### src/rtl/serial_rx_pkg.sv
`default_nettype none
// ============================================================================
// serial_rx_pkg : shared types and constants for the 8N1 serial receiver
// Revision 1.0
// ============================================================================
package serial_rx_pkg;

    localparam int c_data_w     = 8;
    localparam int c_sync_depth = 2;

    typedef enum logic [1:0] {
        IDLE  = 2'd0,
        START = 2'd1,
        DATA  = 2'd2,
        STOP  = 2'd3
    } rx_state_t;

endpackage : serial_rx_pkg
`default_nettype wire

### src/rtl/serial_rx_sync.sv
`default_nettype none
// ============================================================================
// serial_rx_sync : multi-flop synchronizer for the asynchronous RX line
// Revision 1.0
// ============================================================================
module serial_rx_sync
    import serial_rx_pkg::*;
#(
    parameter int DEPTH = c_sync_depth
) (
    input  logic i_clk,
    input  logic i_rst_n,
    input  logic i_d,
    output logic o_q
);

    logic [DEPTH-1:0] r_sync;

    // Resets to the idle-high line level so reset release never fakes a start bit
    always_ff @(posedge i_clk or negedge i_rst_n) begin
        if (!i_rst_n) begin
            r_sync <= '1;
        end else begin
            r_sync <= {r_sync[DEPTH-2:0], i_d};
        end
    end

    assign o_q = r_sync[DEPTH-1];

endmodule : serial_rx_sync
`default_nettype wire

### src/rtl/serial_rx.sv
`default_nettype none
// ============================================================================
// serial_rx : 8N1 UART receiver, centre-sampled, one-cycle o_wr per byte
// Option: SERIAL_RX_STOP_CHECK_EN discards frames whose stop bit samples 0
// Revision 1.0
// ============================================================================
module serial_rx
    import serial_rx_pkg::*;
#(
    parameter int CLK_FREQ  = 48_000_000,
    parameter int BAUD_RATE = 115_200
) (
    input  logic                i_clk,
    input  logic                i_rst_n,
    input  logic                i_rx,
    output logic                o_wr,
    output logic [c_data_w-1:0] o_data
);

    localparam int BAUD_CLKS = CLK_FREQ / BAUD_RATE;
    localparam int HALF_CLKS = BAUD_CLKS / 2;
    localparam int CNT_W     = (BAUD_CLKS < 2) ? 1 : $clog2(BAUD_CLKS);

    localparam logic [CNT_W-1:0] c_half_load = CNT_W'(HALF_CLKS - 1);
    localparam logic [CNT_W-1:0] c_baud_load = CNT_W'(BAUD_CLKS - 1);
    localparam logic [2:0]       c_last_bit  = 3'(c_data_w - 1);

    if (BAUD_CLKS < 2) begin : g_baud_check
        $error("serial_rx: CLK_FREQ / BAUD_RATE must be at least 2");
    end

    logic                w_rx_s;
    logic                w_stop_ok;

    rx_state_t           r_state;
    logic [CNT_W-1:0]    r_cnt;
    logic [2:0]          r_idx;
    logic [c_data_w-1:0] r_shift;
    logic [c_data_w-1:0] r_data;
    logic                r_wr;

    rx_state_t           w_state_nxt;
    logic [CNT_W-1:0]    w_cnt_nxt;
    logic [2:0]          w_idx_nxt;
    logic [c_data_w-1:0] w_shift_nxt;
    logic [c_data_w-1:0] w_data_nxt;
    logic                w_wr_nxt;

    serial_rx_sync #(
        .DEPTH (c_sync_depth)
    ) u_sync (
        .i_clk   (i_clk),
        .i_rst_n (i_rst_n),
        .i_d     (i_rx),
        .o_q     (w_rx_s)
    );

`ifdef SERIAL_RX_STOP_CHECK_EN
    assign w_stop_ok = w_rx_s;
`else
    assign w_stop_ok = 1'b1;
`endif

    always_ff @(posedge i_clk or negedge i_rst_n) begin
        if (!i_rst_n) begin
            r_state <= IDLE;
            r_cnt   <= '0;
            r_idx   <= '0;
            r_shift <= '0;
            r_data  <= '0;
            r_wr    <= 1'b0;
        end else begin
            r_state <= w_state_nxt;
            r_cnt   <= w_cnt_nxt;
            r_idx   <= w_idx_nxt;
            r_shift <= w_shift_nxt;
            r_data  <= w_data_nxt;
            r_wr    <= w_wr_nxt;
        end
    end

    always_comb begin
        w_state_nxt = r_state;
        w_cnt_nxt   = r_cnt;
        w_idx_nxt   = r_idx;
        w_shift_nxt = r_shift;
        w_data_nxt  = r_data;
        w_wr_nxt    = 1'b0;

        case (r_state)
            IDLE: begin
                if (!w_rx_s) begin
                    w_state_nxt = START;
                    w_cnt_nxt   = c_half_load;
                end
            end

            START: begin
                if (r_cnt == '0) begin
                    // A start bit that is no longer low at its centre was a glitch
                    if (!w_rx_s) begin
                        w_state_nxt = DATA;
                        w_cnt_nxt   = c_baud_load;
                        w_idx_nxt   = '0;
                    end else begin
                        w_state_nxt = IDLE;
                    end
                end else begin
                    w_cnt_nxt = r_cnt - 1'b1;
                end
            end

            DATA: begin
                if (r_cnt == '0) begin
                    w_shift_nxt = {w_rx_s, r_shift[c_data_w-1:1]};
                    w_cnt_nxt   = c_baud_load;
                    if (r_idx == c_last_bit) begin
                        w_state_nxt = STOP;
                    end else begin
                        w_idx_nxt = r_idx + 3'd1;
                    end
                end else begin
                    w_cnt_nxt = r_cnt - 1'b1;
                end
            end

            STOP: begin
                // Leave at mid-stop so a start bit right after the stop bit is caught
                if (r_cnt == '0) begin
                    if (w_stop_ok) begin
                        w_data_nxt = r_shift;
                        w_wr_nxt   = 1'b1;
                    end
                    w_state_nxt = IDLE;
                end else begin
                    w_cnt_nxt = r_cnt - 1'b1;
                end
            end

            default: begin
                w_state_nxt = IDLE;
            end
        endcase
    end

    assign o_wr   = r_wr;
    assign o_data = r_data;

endmodule : serial_rx
`default_nettype wire

### config.mk
export PLATFORM = sky130hd
export DESIGN_NAME = serial_rx
export DESIGN_NICKNAME = d
export VERILOG_FILES = /design/src/rtl/serial_rx_pkg.sv /design/src/rtl/serial_rx_sync.sv /design/src/rtl/serial_rx.sv
export SDC_FILE = /design/constraint.sdc
export NUM_CORES = 1
export LEC_CHECK = 0
export ABC_AREA = 1
export BUFFER_PORTS_ARGS = -buffer_cell sky130_fd_sc_hd__buf_4
export CORE_MARGIN = 8
export CORE_UTILIZATION = 45
export CTS_CLUSTER_DIAMETER = 60
export DETAILED_ROUTE_END_ITERATION = 6
export GPL_TIMING_DRIVEN = 0
export PLACE_DENSITY = 0.63
export SLEW_MARGIN = 40
export SYNTH_ARGS = -nofsm -noshare
export SYNTH_HDL_FRONTEND = slang
export SYNTH_SLANG_ARGS = --single-unit
### constraint.sdc
create_clock -name i_clk -period 2.08 [get_ports i_clk]
set_input_delay 0.208 -clock i_clk [delete_from_list [all_inputs] [get_ports i_clk]]
set_output_delay 0.208 -clock i_clk [all_outputs]
set_load 0.02 [all_outputs]
**Yosys cells after proc, flatten, opt, wreduce, memory -nomap -nowiden**

Index checks and enable logic that the tools add are counted.

- Add/subtract/negate cells: 2
- Reduce and logical (&&, ||, !) cells: 8
- Eq/ne operators: 13
- Muxes and demuxes: 20

Operators with widths:

| cell | number |
|---|---|
| $mux W9 | 5 |
| $pmux W9 S4 | 1 |
| $ne A2 B2 Y1 const B | 8 |
| $mux W2 | 6 |
| $mux W3 | 4 |
| $reduce_and A5 Y1 | 2 |
| $logic_not A9 Y1 | 1 |
| $sub A9 B1 Y9 const B | 1 |
| $pmux W2 S4 | 1 |
| $pmux W3 S2 | 1 |
| $eq A2 B2 Y1 const B | 2 |
| $reduce_and A2 Y1 | 2 |
| $add A3 B1 Y3 const B | 1 |
| $eq A3 B3 Y1 const B | 1 |
| $ne A3 B3 Y1 const B | 1 |
| $reduce_and A3 Y1 | 1 |
| $eq A2 B1 Y1 const B | 1 |
| $logic_not A2 Y1 | 1 |
| $mux W1 | 2 |
| $reduce_bool A2 Y1 | 1 |

- Output and inout port bits: 9
- Input bits: 3
- Flip-flop bits (word level): 33

**Logic depth before layout (Yosys ltp)**

- Depth after elaboration: 4
- Gate-level depth with buffers: 10

**Hierarchy**

Synthesis repeated with hierarchy kept, for this count alone.

- Cell total of the unflattened synthesis: 213
- Area, all modules: 1794.2 µm²

Modules (own cells, without submodules):

| module | instances | seq. area each (µm²) | area an instance (µm²) | cells an instance |
|---|---|---|---|---|
| serial_rx | 1 | 775.7 | 1741.7 | 211 |
| serial_rx_sync | 1 | 52.6 | 52.6 | 2 |

**Worst setup path after synthesis**

Ideal clock, no wire load.

- Path kind: flip-flop to flip-flop
- From: register r_cnt[0]
- To: register r_data[5], in the netlist o_data[5]
- Cell stages (with the launch flop): 11
- Path buffers: 1
- Clock period less this slack: 1.557 ns
- Data arrival time: 1.439 ns
- Setup slack: 0.523 ns
- Cells stage by stage: dfrtp_1 inv_1 ha_1 nand2_2 nor2_4 nand2_2 inv_2 nand2_2 buf_6 nand2_1 o21ai_2

- Word-level cells in the longest chain between the ends: 2

Ends and longest elaborated chain:

| element | RTL line | source |
|---|---|---|
| start: declaration | serial_rx.sv:36 | `logic [CNT_W-1:0] r_cnt;` |
| start signal: assignment | serial_rx.sv:74 | `r_cnt <= w_cnt_nxt;` |
| $logic_not A9 Y1 | serial_rx.sv:129 | `if (r_cnt == '0) begin` |
| $reduce_and A2 Y1 (no source line) | n/a |  |
| end signal: assignment | serial_rx.sv:77 | `r_data <= w_data_nxt;` |
| end: declaration | serial_rx.sv:39 | `logic [c_data_w-1:0] r_data;` |

Every way passes these cells.
A chain may end at the register's enable or synchronous reset.

**Final worst setup path**

Same ends and word-level chain as after synthesis.

==> results.ini <==
[outcome]
run_status=finished, final reports clean

[power_and_ir_drop]
ir_drop_uv=557
p_leak_nw=1.04
power.share.combinational_pct=1.4
p_int_mw=1.01
clkPwrFrac_pct=47.8
pwr-share-seq_pct=50.8
p_per_area_nw_per_um2=639
power_switching_uw=265
switching_share_pct=20.8

[synth]
synth.top_cells.by_count=59 x nand2_1, 31 x dfrtp_1, 28 x inv_1, 20 x nor2_1, 17 x nand3_1
synth_top_cell_area_share_pct=45.0
yosys.cell_count.top_type=nand2_1
ys_seq_area_share_pct=48.1
synthTopCellsByArea=dfrtp_1 45%, nand2_1 13%, inv_1 6.1%
ys_types=22
syn-num-nets=219
synthCells=209
syn_area_per_cell_um2=8.24
async_reset_ff_share_pct=100
synth_area_um2=1720
synth-edff-count=0
synth_ff_type=dfrtp_1
ys_seq_elements=33
yosys.area.top_type=dfrtp_1
ys_warn_count=0

[worst_setup_path]
cp_data_required_time_ns=2.26
reg2reg_slack_ns=0.32
rr_worst_depth=10
end_kind=register
critPathMaxFanout=10
start_kind=register
r2r_end=o_data[5]
r2r_start=r_cnt[0]
crit_arrival_ns=1.94
worstSetupPathType=reg -> reg

[clock_tree]
cts_made_buffers=5
cts_hold_buf=1
clk_pin_slew_ns=0.07
cts_tree=done
root_buffer=clkbuf_8
cts_num_sinks=33
htree_levels=2
post_cts_buffers=0
ctsLongestPathBuffers=2
clock_latency_ns=0.28
cts_resized=0

[routing]
via_per_inst=4.85
wire_per_inst_um=11.6
drc=0
wl_um=3210
dr.pass1.iters=4
drt_iter0_drc=78
route.vias.total=1343
ant_nets=0

[die]
core_area_um2=3660
io_pins=12
num_rows=22
die_area_um2=6060
die_w_um=77.9
start_util_pct=47.1
fp.dieH_um=77.9

[placement]
dpl.cell_count=268
gp_congestion=0.810
io_buffers=11
dp_slack_ns=0.335
hpwlAfterDp_um=2330

[global_routing]
grt_start_max_net_pins=34
grt_pass1_wl_um=5780
grt_pass1_vias=1294
grt-ovfl-total=0
track_usage_pct=11.6
antenna_found_initial=0

[final_layout]
n_fill_cell=339
drive_above_1_share_pct=20.5
multiInputGateArea_um2=748
nets=238
final_core_util_pct=54.4
seq_area_um2=828
area_growth_pct=15.5
diodes=0
fin_cells=277

[timing]
period_needed_ns=1.76
skew_ns=0.00571
tightestPinTransition_ns=0.420
fin_crit_sh_pct=84.7
setup_viol=0
rsz0062_at_grt=no
finalHoldViolCount=0
finalWorstSetupSlack_ns=0.319
tns_ns=0
drv_slew=0
max_freq_ghz=0.568
hold_ws_ns=0.0305
relSlewSlack_pct=72.0

[min_path]
hold_path_depth=1
worstHoldEndpoint=u_sync.r_sync[0]
hold_start=i_rx
holdCritPathClass=in -> reg

[job]
drv_cap=0

==> cell type report <==
cell class | instances | area share (%)
Buffer | 3 | 1.70
Clock buffer | 5 | 3.46
Clock inverter | 3 | 2.33
Inverter | 30 | 5.66
Multi-Input combinational cell | 143 | 37.6
Sequential cell | 33 | 41.6
Tap cell | 48 | 3.02
Timing Repair Buffer | 12 | 4.65
==> per-stage QoR <==
step                total power, mW  area, um2
floorplan                     0.660       1720
global placement              0.677       1870
detailed placement            0.677       1870
CTS                            1.29       1990
global route                   1.32       1990
finish                         1.27       1990
==> power by group through the flow <==
stage	Clock [mW]	Combinational, mW	Sequential [mW]
detailed placement	0	0.0182	0.659
finish	0.608	0.0181	0.647
global placement	0	0.0181	0.659
global route	0.649	0.0221	0.647
floorplan	0	0.00188	0.658
CTS	0.623	0.0196	0.646
==> layout by cell type (no fill, tap or decap), drive strengths merged, types with 2 or more instances in the layout <==
cell    synthesis  layout
dfstp           2       2
inv            30      30
a21oi           3       3
buf             3      14
nor2           22      22
dfrtp          31      31
clkbuf          0       5
nand4           2       2
o21ai          24      24
nand2          64      64
nand3          18      18
ha              7       7
==> worst max-delay path, cell delays in order, from the launching register on <==
cell and delay [ns]:
dfrtp_1 0.36, inv_1 0.13, ha_1 0.26, nand2_2 0.12, nor2_4 0.16, nand2_2 0.11
inv_2 0.10, nand2_2 0.12, buf_6 0.18, nand2_1 0.07, o21ai_2 0.05
==> per-layer routing <==
metal | routed length (um) | vias up | GRT usage [%]
met2 | 1380 | 23 | 16.8
met5 | 0 | - | 0
li1 | - | 693 | -
met4 | 45 | 0 | 4.15
met3 | 120 | 4 | 3.92
met1 | 1670 | 623 | 15.8
==> sequential cells by signal (all words and copies together), names as in the netlist, named ones only <==
| signal | count |
|---|---|
| r_cnt | 9 |
| o_data | 8 |
| r_shift | 8 |
| r_idx | 3 |
| u_sync.r_sync | 2 |
| o_wr | 1 |
| r_state | 1 |
==> worst max path at each step <==
stage | startpoint | to | slack [ns] | cells past startpoint
after floorplan | r_cnt[0] | o_data[5] | 0.52 | 10
after global placement | r_cnt[0] | o_data[6] | 0.36 | 10
after detailed placement | r_cnt[0] | o_data[5] | 0.34 | 10
after CTS | r_cnt[0] | o_data[6] | 0.32 | 10
after global routing | r_cnt[0] | r_idx[0] | 0.16 | 9
final | r_cnt[0] | o_data[5] | 0.32 | 10
==> kinds of logic after synthesis <==
kind of cell	after synthesis	synth area share (%)
buffers and inverters	33	8.50
flip-flops	33	48.1
AND/OR/NAND/NOR	107	26.9
adder cells (fa/ha/maj)	7	5.08
AO/OA/AOI/OAI	28	10.9
XOR/XNOR	1	0.508
(Power assumes the default switching activity.)
